**src/rtl/sqrt_controller.sv**
```systemverilog
// sqrt_controller: sequences the FP_Datapath to compute floor(sqrt(N)) by
// subtracting successive odd numbers from N. The count of odd numbers that
// were subtracted before the remainder would go negative is the root.
//
// Handshake: the host raises start_i with operand_i valid. The request is
// taken only at a rising edge where the FSM is in IDLE, and busy_o rises in the
// next cycle. done_o pulses for exactly one cycle when the datapath data_o
// holds the result. err_o is meaningful only while done_o is high. start_i is
// ignored in every state except IDLE, and that includes DONE.
module sqrt_controller #(
  parameter int DATA_WIDTH = 32
) (
  input  logic                  clk,
  input  logic                  rst_n,
  input  logic                  start_i,
  input  logic [DATA_WIDTH-1:0] operand_i,
  input  logic                  negative_o_i,
  output logic                  IE,
  output logic                  WE,
  output logic                  OE,
  output logic [2:0]            ADDR_WR,
  output logic [2:0]            ADDR_RDA,
  output logic [2:0]            ADDR_RDB,
  output logic [1:0]            ALU_Op,
  output logic [DATA_WIDTH-1:0] dp_data_o,
  output logic                  busy_o,
  output logic                  done_o,
  output logic                  err_o
);

  // Register-file map used by the sequence
  localparam logic [2:0] R_REM  = 3'd0;
  localparam logic [2:0] R_ODD  = 3'd1;
  localparam logic [2:0] R_CNT  = 3'd2;
  localparam logic [2:0] R_ONE  = 3'd3;
  localparam logic [2:0] R_TWO  = 3'd4;

  localparam logic [1:0] OP_ADD  = 2'b00;
  localparam logic [1:0] OP_SUB  = 2'b01;
  localparam logic [1:0] OP_PASS = 2'b11;

  typedef enum logic [3:0] {
    S_IDLE    = 4'd0,
    S_LD_N    = 4'd1,
    S_LD_ODD  = 4'd2,
    S_LD_ONE  = 4'd3,
    S_LD_TWO  = 4'd4,
    S_LD_CNT  = 4'd5,
    S_SUB     = 4'd6,
    S_ADD_ODD = 4'd7,
    S_INC     = 4'd8,
    S_OUT     = 4'd9,
    S_DONE    = 4'd10
  } state_t;

  state_t                state, state_next;
  logic [DATA_WIDTH-1:0] operand_q;
  logic                  err_q;
  logic                  accept;

  assign accept = (state == S_IDLE) && start_i;

  // State register plus operand/error capture on an accepted start
  always_ff @(posedge clk or negedge rst_n) begin
    if (!rst_n) begin
      state     <= S_IDLE;
      operand_q <= '0;
      err_q     <= 1'b0;
    end else begin
      state <= state_next;
      if (accept) begin
        operand_q <= operand_i;
        err_q     <= operand_i[DATA_WIDTH-1];
      end
    end
  end

  // Next-state and Moore-style control decode. WE in SUB is the one exception:
  // it follows the datapath sign so a negative difference is never written back.
  always_comb begin
    state_next = state;
    IE         = 1'b0;
    WE         = 1'b0;
    OE         = 1'b0;
    ADDR_WR    = 3'd0;
    ADDR_RDA   = 3'd0;
    ADDR_RDB   = 3'd0;
    ALU_Op     = 2'b00;
    dp_data_o  = '0;
    busy_o     = 1'b1;
    done_o     = 1'b0;
    err_o      = 1'b0;
    case (state)
      S_IDLE: begin
        busy_o = 1'b0;
        if (start_i) begin
          // Operands with the top bit set are rejected without touching the datapath
          state_next = operand_i[DATA_WIDTH-1] ? S_DONE : S_LD_N;
        end
      end
      S_LD_N: begin
        IE         = 1'b1;
        WE         = 1'b1;
        ADDR_WR    = R_REM;
        dp_data_o  = operand_q;
        state_next = S_LD_ODD;
      end
      S_LD_ODD: begin
        IE         = 1'b1;
        WE         = 1'b1;
        ADDR_WR    = R_ODD;
        dp_data_o  = DATA_WIDTH'(1);
        state_next = S_LD_ONE;
      end
      S_LD_ONE: begin
        IE         = 1'b1;
        WE         = 1'b1;
        ADDR_WR    = R_ONE;
        dp_data_o  = DATA_WIDTH'(1);
        state_next = S_LD_TWO;
      end
      S_LD_TWO: begin
        IE         = 1'b1;
        WE         = 1'b1;
        ADDR_WR    = R_TWO;
        dp_data_o  = DATA_WIDTH'(2);
        state_next = S_LD_CNT;
      end
      S_LD_CNT: begin
        IE         = 1'b1;
        WE         = 1'b1;
        ADDR_WR    = R_CNT;
        dp_data_o  = '0;
        state_next = S_SUB;
      end
      S_SUB: begin
        ALU_Op     = OP_SUB;
        ADDR_RDA   = R_REM;
        ADDR_RDB   = R_ODD;
        ADDR_WR    = R_REM;
        WE         = ~negative_o_i;
        state_next = negative_o_i ? S_OUT : S_ADD_ODD;
      end
      S_ADD_ODD: begin
        ALU_Op     = OP_ADD;
        ADDR_RDA   = R_ODD;
        ADDR_RDB   = R_TWO;
        ADDR_WR    = R_ODD;
        WE         = 1'b1;
        state_next = S_INC;
      end
      S_INC: begin
        ALU_Op     = OP_ADD;
        ADDR_RDA   = R_CNT;
        ADDR_RDB   = R_ONE;
        ADDR_WR    = R_CNT;
        WE         = 1'b1;
        state_next = S_SUB;
      end
      S_OUT: begin
        ALU_Op     = OP_PASS;
        ADDR_RDA   = R_CNT;
        OE         = 1'b1;
        state_next = S_DONE;
      end
      S_DONE: begin
        done_o     = 1'b1;
        err_o      = err_q;
        state_next = S_IDLE;
      end
      default: begin
        busy_o     = 1'b0;
        state_next = S_IDLE;
      end
    endcase
  end

endmodule

```
**config.mk**
```make
export PLATFORM = sky130hd
export DESIGN_NAME = sqrt_controller
export DESIGN_NICKNAME = d
export VERILOG_FILES = /design/src/rtl/sqrt_controller.sv
export SDC_FILE = /design/constraint.sdc
export NUM_CORES = 1
export LEC_CHECK = 0
export BUFFER_PORTS_ARGS = -buffer_cell sky130_fd_sc_hd__buf_2
export CORE_MARGIN = 3
export CORE_UTILIZATION = 40
export CTS_CLUSTER_DIAMETER = 40
export CTS_CLUSTER_SIZE = 40
export DETAILED_ROUTE_END_ITERATION = 10
export PLACE_DENSITY = 0.72
export SKIP_CTS_REPAIR_TIMING = 1
export SLEW_MARGIN = 20
export SYNTH_ARGS = -nofsm -noshare
export SYNTH_HDL_FRONTEND = slang
export SYNTH_SLANG_ARGS = --single-unit
```
**constraint.sdc**
```tcl
create_clock -name clk -period 2.15 [get_ports clk]
set_clock_uncertainty 0.2 [all_clocks]
set_input_delay 0.43 -clock clk [delete_from_list [all_inputs] [get_ports clk]]
set_output_delay 0.43 -clock clk [all_outputs]
set_load 0.05 [all_outputs]
```
==> impl_metrics.json <==
{
  "viasPerCell": 4.66,
  "grt_max_degree": 22,
  "cp_data_required_time_ps": 1520,
  "dieArea_mm2": 0.00576,
  "yosys_warnings": 0,
  "hpwlAfterDp_mm": 3.23,
  "fin_hold_ws_ps": 171,
  "fillers": 321,
  "clockBufferDepth": 2,
  "worst-setup-path-type": "register to primary output",
  "setup_viol": 26,
  "grt_pass1_vias": 1442,
  "syn_nets": 200,
  "layout.area.seq_um2": 903,
  "dr.first_iter.drc_count": 47,
  "overflow": 0,
  "core_mm2": 0.00453,
  "drc": 0,
  "max-cap-violations": 0,
  "crit_top_cell": "buf_8",
  "cts_buffers": 5,
  "finalCritPeriodShare": 1.01,
  "gp_congestion": 0.833,
  "layout_setup_ws_ps": -24.2,
  "finalPower_mw": 5.35,
  "grt_use_total": 0.149,
  "power.density_mw_per_mm2": 1750,
  "antenna_left": 0,
  "htree_levels": 2,
  "diodes": 0,
  "wl_per_cell_um": 14.1,
  "path_max_fanout": 16,
  "p_leak_nw": 1.59,
  "critPathArrivalTime_ps": 1540,
  "grt_pass1_wl_mm": 7.10,
  "worst_setup_path_start_kind": "register",
  "synthToLayoutAreaGrowth_pct": 56.8,
  "antenna_found_initial": 0,
  "hold_viol": 0,
  "drive_above_1_share": 0.747,
  "drtPass1Iterations": 4,
  "multi_input_area_mm2": 0.00107,
  "utilization": 0.676,
  "hp-class": "primary input to register",
  "ys_async_sr_fraction": 1.00,
  "row_count": 24,
  "layout_common_cells": "buf_2 (42), dfrtp_1 (34), and2_2 (30), mux2_4 (29), buf_6 (27)",
  "fmax_ghz": 0.460,
  "crit_path_top_delay_cell": "dfrtp_1",
  "crit_chain": "nor2b_2 > and3_4 > buf_8 > and2_2 > buf_8",
  "root_buffer": "clkbuf_8",
  "nets": 296,
  "initial_core_util": 0.431,
  "die_y_um": 75.9,
  "netlist_area_mm2": 0.00196,
  "cts_sinks": 36,
  "synth-edff-count": 0,
  "fp.dieW_um": 75.9,
  "dp_cells": 311,
  "status": "finished with violations",
  "stdcell_count": 326,
  "syn_area_per_cell_um2": 11.9,
  "min_period_ps": 2170,
  "crit_path_max_incr_delay_ps": 410,
  "synth-main-ff-cell": "dfrtp_1",
  "layout_commonest_cell": "buf_2",
  "vias": 1518,
  "path_clk_slew_ps": 70,
  "fin_tns_setup_ps": -230,
  "portBuffers": 83,
  "clkLatencyLatePin_ps": 280,
  "io_pins": 85,
  "rsz0062_at_grt": "true",
  "cts_tree": "done",
  "ys_types": 31,
  "setup.worst_path.end_class": "primary output",
  "wirelength_mm": 4.59,
  "netlist_instances": 164,
  "violations": "setup timing",
  "vdd_ir_drop_max_mv": 1.36,
  "slew_viol_final": 0,
  "ys_ff_latch": 36,
  "yosysSeqAreaShare": 0.461
}
## cells in the mapped netlist, types with 2 or more instances
master	number	share of area
dfrtp_1	36	0.46
and2_1	30	0.096
mux2_4	29	0.22
clkbuf_1	6	0.012
nor2_1	5	0.0096
o21ai_0	5	0.013
a21oi_1	4	0.010
buf_6	4	0.023
inv_1	4	0.0077
nand2_1	4	0.0077
nor3_1	4	0.010
a211oi_1	3	0.012
a21o_1	3	0.012
buf_4	3	0.012
nand2b_1	3	0.0096
nor2b_1	3	0.0096
and3_1	2	0.0064
mux2_2	2	0.012
nand3_1	2	0.0051
## where the power goes
group          internal [mW]  total, mW  leakage (nW)  switching, mW
sequential              1.03       1.25         0.428          0.218
combinational           1.65       3.62          1.11           1.97
clock                  0.256      0.489        0.0510          0.233
## kinds of logic after synthesis
group                  count (synthesis)  share of synthesized area
flip-flops                            36                      0.461
multiplexers                          31                      0.234
XOR/XNOR                               1                    0.00448
AO/OA/AOI/OAI                         21                     0.0723
buffers and inverters                 19                     0.0582
other                                  1                    0.00192
AND/OR/NAND/NOR                       55                      0.168
## worst paths after layout
check | from | endpoint | slack [ps] | cells after the start
min in group asynchronous | rst_n | operand_q[16] | 440 | 2
min reg2reg | operand_q[10] | operand_q[10] | 300 | 1
max | state[1] | dp_data_o[22] | -20 | 5
max in group asynchronous | rst_n | state[2] | 860 | 3
min | operand_i[0] | operand_q[0] | 170 | 2
max reg2reg | state[2] | operand_q[17] | 170 | 6
## cell type report
cell class / instances / area share
Inverter: 4 / 0.00612
Timing Repair Buffer: 104 / 0.295
Clock inverter: 2 / 0.00326
Clock buffer: 6 / 0.0269
Sequential cell: 36 / 0.295
Tap cell: 65 / 0.0265
Multi-Input combinational cell: 109 / 0.348
## metal layers
metal  wire length [µm]  global-route usage  vias to the layer above
met4                 70              0.0326                        0
met3                242              0.0438                        8
li1                   -                   -                      743
met2               2230               0.247                       59
met1               2040               0.193                      708
met5                  0                   0                        -
## critical path: cells and delay by family, from the launching register on
family | cells | cell delay (ps)
and+or+nand+nor | 3 | 560
DFF | 1 | 410
buffers and inverters | 2 | 290
## state kept, by name (all words and copies together), names as in the netlist
signal	count
state	4
operand_q	32
## metrics by stage
step | area [µm²] | setup slack [ps]
after detailed placement | 2560 | 106
after CTS | 2650 | -217
final | 3070 | -24.2
after global routing | 3070 | -99.8
after global placement | 2560 | 134
after floorplan | 2040 | -310
(Power assumes the default switching activity.)
